File: config.mk
export PLATFORM = sky130hd
export DESIGN_NAME = mac_kbd_host_link_flat
export DESIGN_NICKNAME = d
export VERILOG_FILES = /design/src/rtl/mac_kbd_host_link_if.sv /design/src/rtl/mac_kbd_host_link.sv /design/src/flat_wrapper.sv
export SDC_FILE = /design/constraint.sdc
export NUM_CORES = 1
export LEC_CHECK = 0
export CORE_MARGIN = 5
export CORE_UTILIZATION = 60
export CTS_BUF_LIST = sky130_fd_sc_hd__clkbuf_4
export DETAILED_ROUTE_END_ITERATION = 10
export PLACE_DENSITY = 0.89
export SYNTH_ARGS = -nofsm -noshare
export SYNTH_HDL_FRONTEND = slang
export SYNTH_SLANG_ARGS = --single-unit
export TNS_END_PERCENT = 20
File: constraint.sdc
create_clock -name clk32 -period 2.3 [get_ports clk32]
set_clock_uncertainty 0.15 [all_clocks]
set_input_delay 0.46 -clock clk32 [delete_from_list [all_inputs] [get_ports clk32]]
set_output_delay 0.46 -clock clk32 [all_outputs]
set_load 0.05 [all_outputs]
File: src/rtl/mac_kbd_host_link_if.sv
// Command/response handshake between a command source (VIA model or bench) and the
// Mac-side keyboard link engine.
interface mac_kbd_host_link_if;
    logic [7:0] cmd_data;
    logic       cmd_valid;
    logic       cmd_ready;
    logic [7:0] rsp_data;
    logic       rsp_valid;
    logic       timeout;
    logic       busy;

    modport master (
        output cmd_data, cmd_valid,
        input  cmd_ready, rsp_data, rsp_valid, timeout, busy
    );

    modport slave (
        input  cmd_data, cmd_valid,
        output cmd_ready, rsp_data, rsp_valid, timeout, busy
    );
endinterface

File: src/rtl/mac_kbd_host_link.sv
// Host end of the Mac Plus keyboard link: requests a transfer, shifts a command byte out on
// keyboard-generated clocks, turns the data line around and shifts the one-byte reply in.
//
// state | meaning
// ------+-------------------------------------------------------------
// IDLE  | data released, cmd_ready high, waiting for a command
// REQ   | data pulled low to request; waiting for the first kbd clock fall
// TX    | command bits driven on falls, keyboard samples on rises
// TURN  | one tick after the 8th TX rise; data released to hand the line over
// RX    | reply bits shifted in on each rise, MSB first
module mac_kbd_host_link #(
    parameter int TIMEOUT = 2400000,
    parameter int TW      = 22
) (
    input  logic                 clk32,
    input  logic                 _reset,
    input  logic                 clk8_en_p,
    mac_kbd_host_link_if.slave   host,
    input  logic                 kbd_clk_i,
    input  logic                 kbd_dat_i,
    output logic                 kbd_dat_o
);

    typedef enum logic [2:0] {
        IDLE = 3'd0,
        REQ  = 3'd1,
        TX   = 3'd2,
        TURN = 3'd3,
        RX   = 3'd4
    } state_t;

    localparam logic [TW-1:0] TO_LAST = TW'(TIMEOUT - 1);

    state_t        state;
    logic [7:0]    shreg;
    logic [2:0]    bit_cnt;
    logic [TW-1:0] to_cnt;
    logic          clk_s1, clk_s2, dat_s1, dat_s2;
    logic          clk_prev;
    logic          kbd_dat_q;
    logic          cmd_ready_q;
    logic          busy_q;
    logic [7:0]    rsp_data_q;
    logic          rsp_valid_q;
    logic          timeout_q;

    logic fall, rise, clk_edge, expired;

    always_ff @(posedge clk32) begin
        if (!_reset) begin
            clk_s1 <= 1'b1;
            clk_s2 <= 1'b1;
            dat_s1 <= 1'b1;
            dat_s2 <= 1'b1;
        end else begin
            clk_s1 <= kbd_clk_i;
            clk_s2 <= clk_s1;
            dat_s1 <= kbd_dat_i;
            dat_s2 <= dat_s1;
        end
    end

    // Edges are judged tick-to-tick so a clock level lasting less than a tick is not seen.
    assign fall     = clk8_en_p &&  clk_prev && !clk_s2;
    assign rise     = clk8_en_p && !clk_prev &&  clk_s2;
    assign clk_edge = fall || rise;
    assign expired  = (state != IDLE) && !clk_edge && (to_cnt == TO_LAST);

    always_ff @(posedge clk32) begin
        if (!_reset) begin
            state       <= IDLE;
            shreg       <= 8'h00;
            bit_cnt     <= 3'd0;
            to_cnt      <= '0;
            clk_prev    <= 1'b1;
            kbd_dat_q   <= 1'b1;
            cmd_ready_q <= 1'b0;
            busy_q      <= 1'b0;
            rsp_data_q  <= 8'h00;
            rsp_valid_q <= 1'b0;
            timeout_q   <= 1'b0;
        end else begin
            if (state == IDLE)
                cmd_ready_q <= 1'b1;

            if (clk8_en_p) begin
                clk_prev    <= clk_s2;
                rsp_valid_q <= 1'b0;
                timeout_q   <= 1'b0;

                if (state != IDLE)
                    to_cnt <= clk_edge ? '0 : to_cnt + 1'b1;

                if (expired) begin
                    timeout_q   <= 1'b1;
                    kbd_dat_q   <= 1'b1;
                    state       <= IDLE;
                    cmd_ready_q <= 1'b1;
                    busy_q      <= 1'b0;
                    to_cnt      <= '0;
                    bit_cnt     <= 3'd0;
                end else begin
                    case (state)
                        IDLE: begin
                            kbd_dat_q <= 1'b1;
                            if (host.cmd_valid && cmd_ready_q) begin
                                shreg       <= host.cmd_data;
                                kbd_dat_q   <= 1'b0;
                                state       <= REQ;
                                to_cnt      <= '0;
                                bit_cnt     <= 3'd0;
                                cmd_ready_q <= 1'b0;
                                busy_q      <= 1'b1;
                            end
                        end
                        REQ: begin
                            kbd_dat_q <= 1'b0;
                            if (fall) begin
                                kbd_dat_q <= shreg[7];
                                shreg     <= {shreg[6:0], 1'b0};
                                state     <= TX;
                                to_cnt    <= '0;
                            end
                        end
                        TX: begin
                            if (fall) begin
                                kbd_dat_q <= shreg[7];
                                shreg     <= {shreg[6:0], 1'b0};
                            end else if (rise) begin
                                bit_cnt <= bit_cnt + 3'd1;
                                if (bit_cnt == 3'd7) begin
                                    kbd_dat_q <= 1'b0;
                                    state     <= TURN;
                                    to_cnt    <= '0;
                                end
                            end
                        end
                        TURN: begin
                            kbd_dat_q <= 1'b1;
                            state     <= RX;
                            to_cnt    <= '0;
                        end
                        RX: begin
                            if (rise) begin
                                shreg   <= {shreg[6:0], dat_s2};
                                bit_cnt <= bit_cnt + 3'd1;
                                if (bit_cnt == 3'd7) begin
                                    rsp_data_q  <= {shreg[6:0], dat_s2};
                                    rsp_valid_q <= 1'b1;
                                    state       <= IDLE;
                                    cmd_ready_q <= 1'b1;
                                    busy_q      <= 1'b0;
                                    to_cnt      <= '0;
                                end
                            end
                        end
                        default: begin
                            state     <= IDLE;
                            kbd_dat_q <= 1'b1;
                        end
                    endcase
                end
            end
        end
    end

    assign kbd_dat_o      = kbd_dat_q;
    assign host.cmd_ready = cmd_ready_q;
    assign host.busy      = busy_q;
    assign host.rsp_data  = rsp_data_q;
    assign host.rsp_valid = rsp_valid_q;
    assign host.timeout   = timeout_q;

endmodule

File: src/flat_wrapper.sv
// flat-port wrapper written by rule: the top's interface ports become plain ports
module mac_kbd_host_link_flat 
#(
    parameter int TIMEOUT = 2400000,
    parameter int TW      = 22
)
  (clk32, _reset, clk8_en_p, kbd_clk_i, kbd_dat_i, kbd_dat_o, host_cmd_data, host_cmd_valid, host_cmd_ready, host_rsp_data, host_rsp_valid, host_timeout, host_busy);
  mac_kbd_host_link_if host_i ();
  input  logic clk32;
  input  logic _reset;
  input  logic clk8_en_p;
  input  logic kbd_clk_i;
  input  logic kbd_dat_i;
  output logic kbd_dat_o;
  input wire logic [$bits(host_i.cmd_data)-1:0] host_cmd_data;
  input wire logic [$bits(host_i.cmd_valid)-1:0] host_cmd_valid;
  output wire logic [$bits(host_i.cmd_ready)-1:0] host_cmd_ready;
  output wire logic [$bits(host_i.rsp_data)-1:0] host_rsp_data;
  output wire logic [$bits(host_i.rsp_valid)-1:0] host_rsp_valid;
  output wire logic [$bits(host_i.timeout)-1:0] host_timeout;
  output wire logic [$bits(host_i.busy)-1:0] host_busy;
  assign host_i.cmd_data = host_cmd_data;
  assign host_i.cmd_valid = host_cmd_valid;
  assign host_cmd_ready = host_i.cmd_ready;
  assign host_rsp_data = host_i.rsp_data;
  assign host_rsp_valid = host_i.rsp_valid;
  assign host_timeout = host_i.timeout;
  assign host_busy = host_i.busy;
  mac_kbd_host_link #(.TIMEOUT(TIMEOUT), .TW(TW)) u_core (.clk32(clk32), ._reset(_reset), .clk8_en_p(clk8_en_p), .host(host_i), .kbd_clk_i(kbd_clk_i), .kbd_dat_i(kbd_dat_i), .kbd_dat_o(kbd_dat_o));
endmodule
Yosys cells after proc, flatten, opt, wreduce, memory -nomap -nowiden
Cells that the tools add are included.

Add/subtract/negate cells: 2. Equality and inequality tests: 19. Mux-type cells: 49. Reductions and logical operators: 23. Bitwise logic cells: 1.

Operators with widths (number): 2-to-1 mux 22 bit (8); case mux 22 bit (5 select lines) (1); 2-to-1 mux 3 bit (12); 2-to-1 mux 8 bit (3); case mux 8 bit (3 select lines) (1); adder 22 x 1 -> 22 bit (second input constant) (1); equality test 22 bit (second input constant) (1); 2-to-1 mux 1 bit (19); != test 3 x 1 -> 1 bit (second input constant) (5); case mux 3 bit (5 select lines) (1); AND reduction 5 bit (2); case mux 3 bit (3 select lines) (1); nonzero test 3 bit (3); != test 4 x 1 -> 1 bit (second input constant) (2); AND reduction 4 bit (2); AND reduction 8 bit (1); logical AND 1 bit (7); equality test 3 x 2 -> 1 bit (second input constant) (2); equality test 3 bit (second input constant) (2); != test 2 x 1 -> 1 bit (second input constant) (3); AND reduction 6 bit (1); case mux 1 bit (2 select lines) (2); case mux 1 bit (4 select lines) (1); nonzero test 4 bit (1); 10 further kinds (12).

Input port bits: 14. Logic and storage cells: 109. Bits in registers: 54. Output and inout port bits: 13.

Depth between registers and ports, before layout
Word-level depth: 11. Depth in mapped cells: 9. Depth with buffers taken out: 7.

Least setup slack after synthesis
OpenSTA, ideal clock, no wires.

Kind: register to register. Start: reg u_core.cmd_ready_q (netlist: u_core.host.cmd_ready). End: reg u_core.shreg[5]. Buffers on the path: 2. Setup slack: 233 ps. Library setup time: 86 ps. Clock period less this slack: 2067 ps. Stages on the path, launching flop included: 8. Required time: 2064 ps. Data arrival time: 1832 ps. Cell sequence: dfxtp_1 > a2111oi_0 > nand2b_1 > buf_2 > o2bb2ai_2 > buf_4 > nor2_1 > a211oi_1.

Cells in the longest elaborated chain, start to end: 3.

RTL lines: from (decl) (RTL line mac_kbd_host_link.sv:41) `logic cmd_ready_q;`; from (signal assigned) (RTL line mac_kbd_host_link.sv:77) `cmd_ready_q <= 1'b0;`; from (signal assigned) (RTL line mac_kbd_host_link.sv:84) `cmd_ready_q <= 1'b1;`; from (signal assigned) (RTL line mac_kbd_host_link.sv:98) `cmd_ready_q <= 1'b1;`; logical AND 1 bit (RTL line mac_kbd_host_link.sv:106) `if (host.cmd_valid && cmd_ready_q) begin`; != test 2 bit (no source line); AND reduction 6 bit (no source line); to (signal assigned) (RTL line mac_kbd_host_link.sv:107) `shreg <= host.cmd_data;`; to (signal assigned) (RTL line mac_kbd_host_link.sv:120) `shreg <= {shreg[6:0], 1'b0};`; to (signal assigned) (RTL line mac_kbd_host_link.sv:128) `shreg <= {shreg[6:0], 1'b0};`; to (decl) (RTL line mac_kbd_host_link.sv:35) `logic [7:0] shreg;`.

No other way between the ends. A chain may end at the register's enable or synchronous reset.

Worst setup path after layout
Start: reg u_core.cmd_ready_q (netlist: u_core.host.cmd_ready). End: out host_cmd_ready.

RTL lines: to (decl) (RTL line flat_wrapper.sv:17) `output wire logic [$bits(host_i.cmd_ready)-1:0] host_cmd_ready;`.

No word-level cell between the ends.

==> summary.md <==
| Metric | Value |
|---|---|
| Max-cap violations | 0 |
| Crit path cell chain | clkdlybuf4s50_1 |
| Number of top-level pins | 27 |
| CP max-delay cell | clkdlybuf4s50_1 |
| Fin util | 75.1% |
| Num CTS Buffers | 5 |
| Worst reg2reg path depth | 7 |
| Seq/Total Area, Yosys | 34.6% |
| Worst EP required | 1.69 ns |
| Initial antenna violation count | 0 |
| Max incr delay on CP | 0.84 ns |
| Cells after Synth | 372 |
| Top FF cell, synth | dfxtp_1 |
| Hold Path End | u_core.clk_s2$_SDFF_PN1_ |
| ANT nets after route | 0 |
| Critical path data arrival time | 1.65 ns |
| P_sw | 0.750 mW |
| Clk root buf | clkbuf_4 |
| Post-Syn Area | 3130 um^2 |
| Setup crit end kind | primary output |
| Outcome | completed |
| Drt total wl | 8730 um |
| Clock Latency Late Sink | 0.40 ns |
| Placement Cell Area | 3720 um^2 |
| Min-Delay Path Class | reg -> reg |
| Fin area | 3810 um^2 |
| Rel. slew slack | 61.6% |
| Drt drc | 0 |
| Number of enable flip-flop cells after synthesis | 0 |
| Yosys reg bits | 54 |
| Congestion Overflow GR | 0 |
| First-pass GRT wire length | 14400 um |
| Worst hold stages | 1 |
| # fillers | 392 |
| CTS tree | built |
| Clk pwr share | 20.5% |
| Setup violators final | 0 |
| Post-synthesis async set-or-reset flop share | 0% |
| Nets | 445 |
| Hpwl dp | 6420 um |
| Clk sinks | 54 |
| Vias per std cell | 6.45 |
| Synth warnings | 0 |
| Wire per inst | 17.5 um |
| 1st-iter DRT viols | 467 |
| Max Slew Vio Count | 0 |
| Die H | 82.2 um |
| Placeable Area | 5070 um^2 |
| Initial core utilization | 61.6% |
| Row count | 26 |
| Final Hold Fails | 0 |
| Fmax | 442 MHz |
| Part of the power in combinational logic | 30.7% |
| Die width | 82.2 um |
| Pint | 1.39 mW |
| PwrDens | 560 nW/um^2 |
| Vias post-DR | 3219 |
| Hold path start | u_core.clk_s1$_SDFF_PN1_ |
| DIE AREA | 6760 um^2 |
| Max clock buf depth | 2 |
| Area growth, synth to finish | 21.9% |
| Layout cells sized above 1 | 18.4% |
| Lkg Pwr | 1.41 nW |
| Startpoint Class | register |
| Setup CP Type | reg -> out |
| Final RePlAce weighted congestion | 0.935 |
| Hold buffers post-CTS | 0 |
| CP delay by family, top | buffers and inverters |
| Diode count | 0 |
| Crit path buf inv count | 1 |
| Avg Inst Size Synth | 8.41 um^2 |
| Final Critical Period | 2.26 ns |
| FF-to-FF Start | u_core.to_cnt[1]$_SDFFE_PN0P_ |
| GRT Total Usage | 27.0% |
| First-pass iteration count of the detailed router | 5 |
| Port Buffers | 26 |
| Sequential Power Share | 48.7% |
| Syn Nets | 389 |
| Unrepaired setup endpoints after global routing | yes |
| VDD IR max | 0.417 mV |
| Synth cell types | 74 |
| Htree depth | 2 |
| Crit Reg-Reg Endpoint | u_core.to_cnt[15]$_SDFFE_PN0P_ |
| Sw Ratio | 35.1% |
| Final Cycle Share | 98.4% |
| Worst reg-to-reg setup slack | 0.04 ns |
| Largest net degree at the start of global routing | 21 |
| Worst slew pin tran | 0.569 ns |
| Crit Path Max Fanout | 4 |
| Clock-pin slew on the worst setup and hold paths | 0.16 ns |
| Vias in the first global route | 3039 |
==> through the flow <==
stage                     setup slack [ns]  cells  setup TNS (ns)  hold WS, ns  power (mW)
after floorplan                      0.233    372               0        0.236        1.46
after global routing               -0.0679    499         -0.0976        0.311        2.23
final                               0.0362    499               0        0.280        2.13
after CTS                           0.0171    499               0        0.288        2.12
after detailed placement            -0.234    491           -5.29        0.251        1.69
after global placement              -0.124    491           -2.61        0.241        1.67
==> flip-flops by register name, summed over array words and instances (netlist names) <==
| signal | flops |
|---|---|
| u_core.shreg | 8 |
| u_core.host.timeout | 1 |
| u_core.host.rsp_valid | 1 |
| u_core.clk_prev | 1 |
| u_core.host.cmd_ready | 1 |
| u_core.host.busy | 1 |
| u_core.host.rsp_data | 8 |
| u_core.dat_s2 | 1 |
| u_core.clk_s1 | 1 |
| u_core.to_cnt | 22 |
| u_core.dat_s1 | 1 |
| u_core.kbd_dat_o | 1 |
| u_core.clk_s2 | 1 |
| u_core.bit_cnt | 3 |
| u_core.state | 3 |
==> routing by layer <==
layer  up-vias  track usage (%)  wire length, um
li1       1518                -                -
met1      1528             35.3             3700
met2       146             44.6             4240
met3        27             5.42              617
met4         0             8.64              176
met5         -                0                0
==> cell families (layout without fill, tap and decap cells) <==
family	Yosys count	count (layout)	synth area share [%]
AO/OA/AOI/OAI	105	105	25.9
XOR/XNOR	4	4	1.12
buffers and inverters	35	92	5.36
AND/OR/NAND/NOR	159	159	28.0
adder cells (fa/ha/maj)	4	4	1.52
flip-flops	54	54	34.6
multiplexers	11	11	3.52
==> power groups by stage <==
stage | registers, mW | clock network, mW | logic, mW
5_1_grt | 1.04 | 0.485 | 0.705
2_1_floorplan | 1.08 | 0 | 0.383
3_5_place_dp | 1.06 | 0 | 0.632
3_3_place_gp | 1.05 | 0 | 0.613
6_report | 1.04 | 0.439 | 0.656
4_1_cts | 1.04 | 0.446 | 0.634
==> synth_stat cells (all sizes together), types with 5 or more instances <==
cell,count,area (um^2)
a21oi,16,83.8
nor2,23,88.8
mux2i,11,110
nor4,5,61.3
nand2,52,198
o21ai,14,73.8
nand2b,13,81.3
nand4,7,43.8
nand3,15,75.1
dfxtp,54,1080
inv,7,26.3
and3,7,43.8
buf,16,96.3
o211ai,10,75.1
and2,7,43.8
a211oi,11,82.6
clkbuf,12,45.0
==> worst reg2reg max path, stage by stage (launching register included) <==
cell and delay (ns):
dfxtp_2 0.37, ha_1 0.18, nand4_1 0.24, nor4_4 0.42
a21oi_2 0.17, buf_4 0.18, o2111a_1 0.23, a211o_1 0.21
==> area by class of cell <==
cell class | count | area (um^2) | share of cell area [%]
well taps | 70 | 87.6 | 2.30
clock buffers | 5 | 37.5 | 0.984
inverters | 7 | 26.3 | 0.689
clock inverters | 3 | 21.3 | 0.558
multi-input cells | 283 | 1910 | 50.1
flip-flops and latches | 54 | 1080 | 28.4
repair buffers | 77 | 647 | 17.0
==> placed cells by master, fill, tap and decap left out, types with 5 or more instances in the layout <==
cell type / count
a211oi_1: 11
a21oi_1: 15
and2_1: 7
and3_1: 6
buf_4: 50
clkbuf_4: 5
clkdlybuf4s50_1: 26
dfxtp_1: 51
inv_1: 7
mux2i_1: 11
nand2_1: 51
nand2b_1: 13
nand3_1: 15
nand4_1: 7
nor2_1: 22
o211ai_1: 10
o21ai_0: 11
==> worst max path at each step <==
| stage | cells past startpoint | from | end |
|---|---|---|---|
| after floorplan | 7 | u_core.host.cmd_ready$_SDFF_PN0_ | u_core.shreg[5]$_SDFFE_PN0P_ |
| after global placement | 6 | host_cmd_valid | u_core.shreg[1]$_SDFFE_PN0P_ |
| after detailed placement | 7 | clk8_en_p | u_core.to_cnt[2]$_SDFFE_PN0P_ |
| after CTS | 7 | u_core.to_cnt[1]$_SDFFE_PN0P_ | u_core.to_cnt[15]$_SDFFE_PN0P_ |
| after global routing | 7 | u_core.to_cnt[0]$_SDFFE_PN0P_ | u_core.to_cnt[15]$_SDFFE_PN0P_ |
| final | 1 | u_core.host.cmd_ready$_SDFF_PN0_ | host_cmd_ready |
==> what timing repair did <==
action                                  4_1_cts  5_1_grt
pin swaps                                     1        1
buffers inserted                              0        0
gates resized for setup                       2        7
endpoints found under the setup margin        2       19
(Power assumes the default switching activity.)
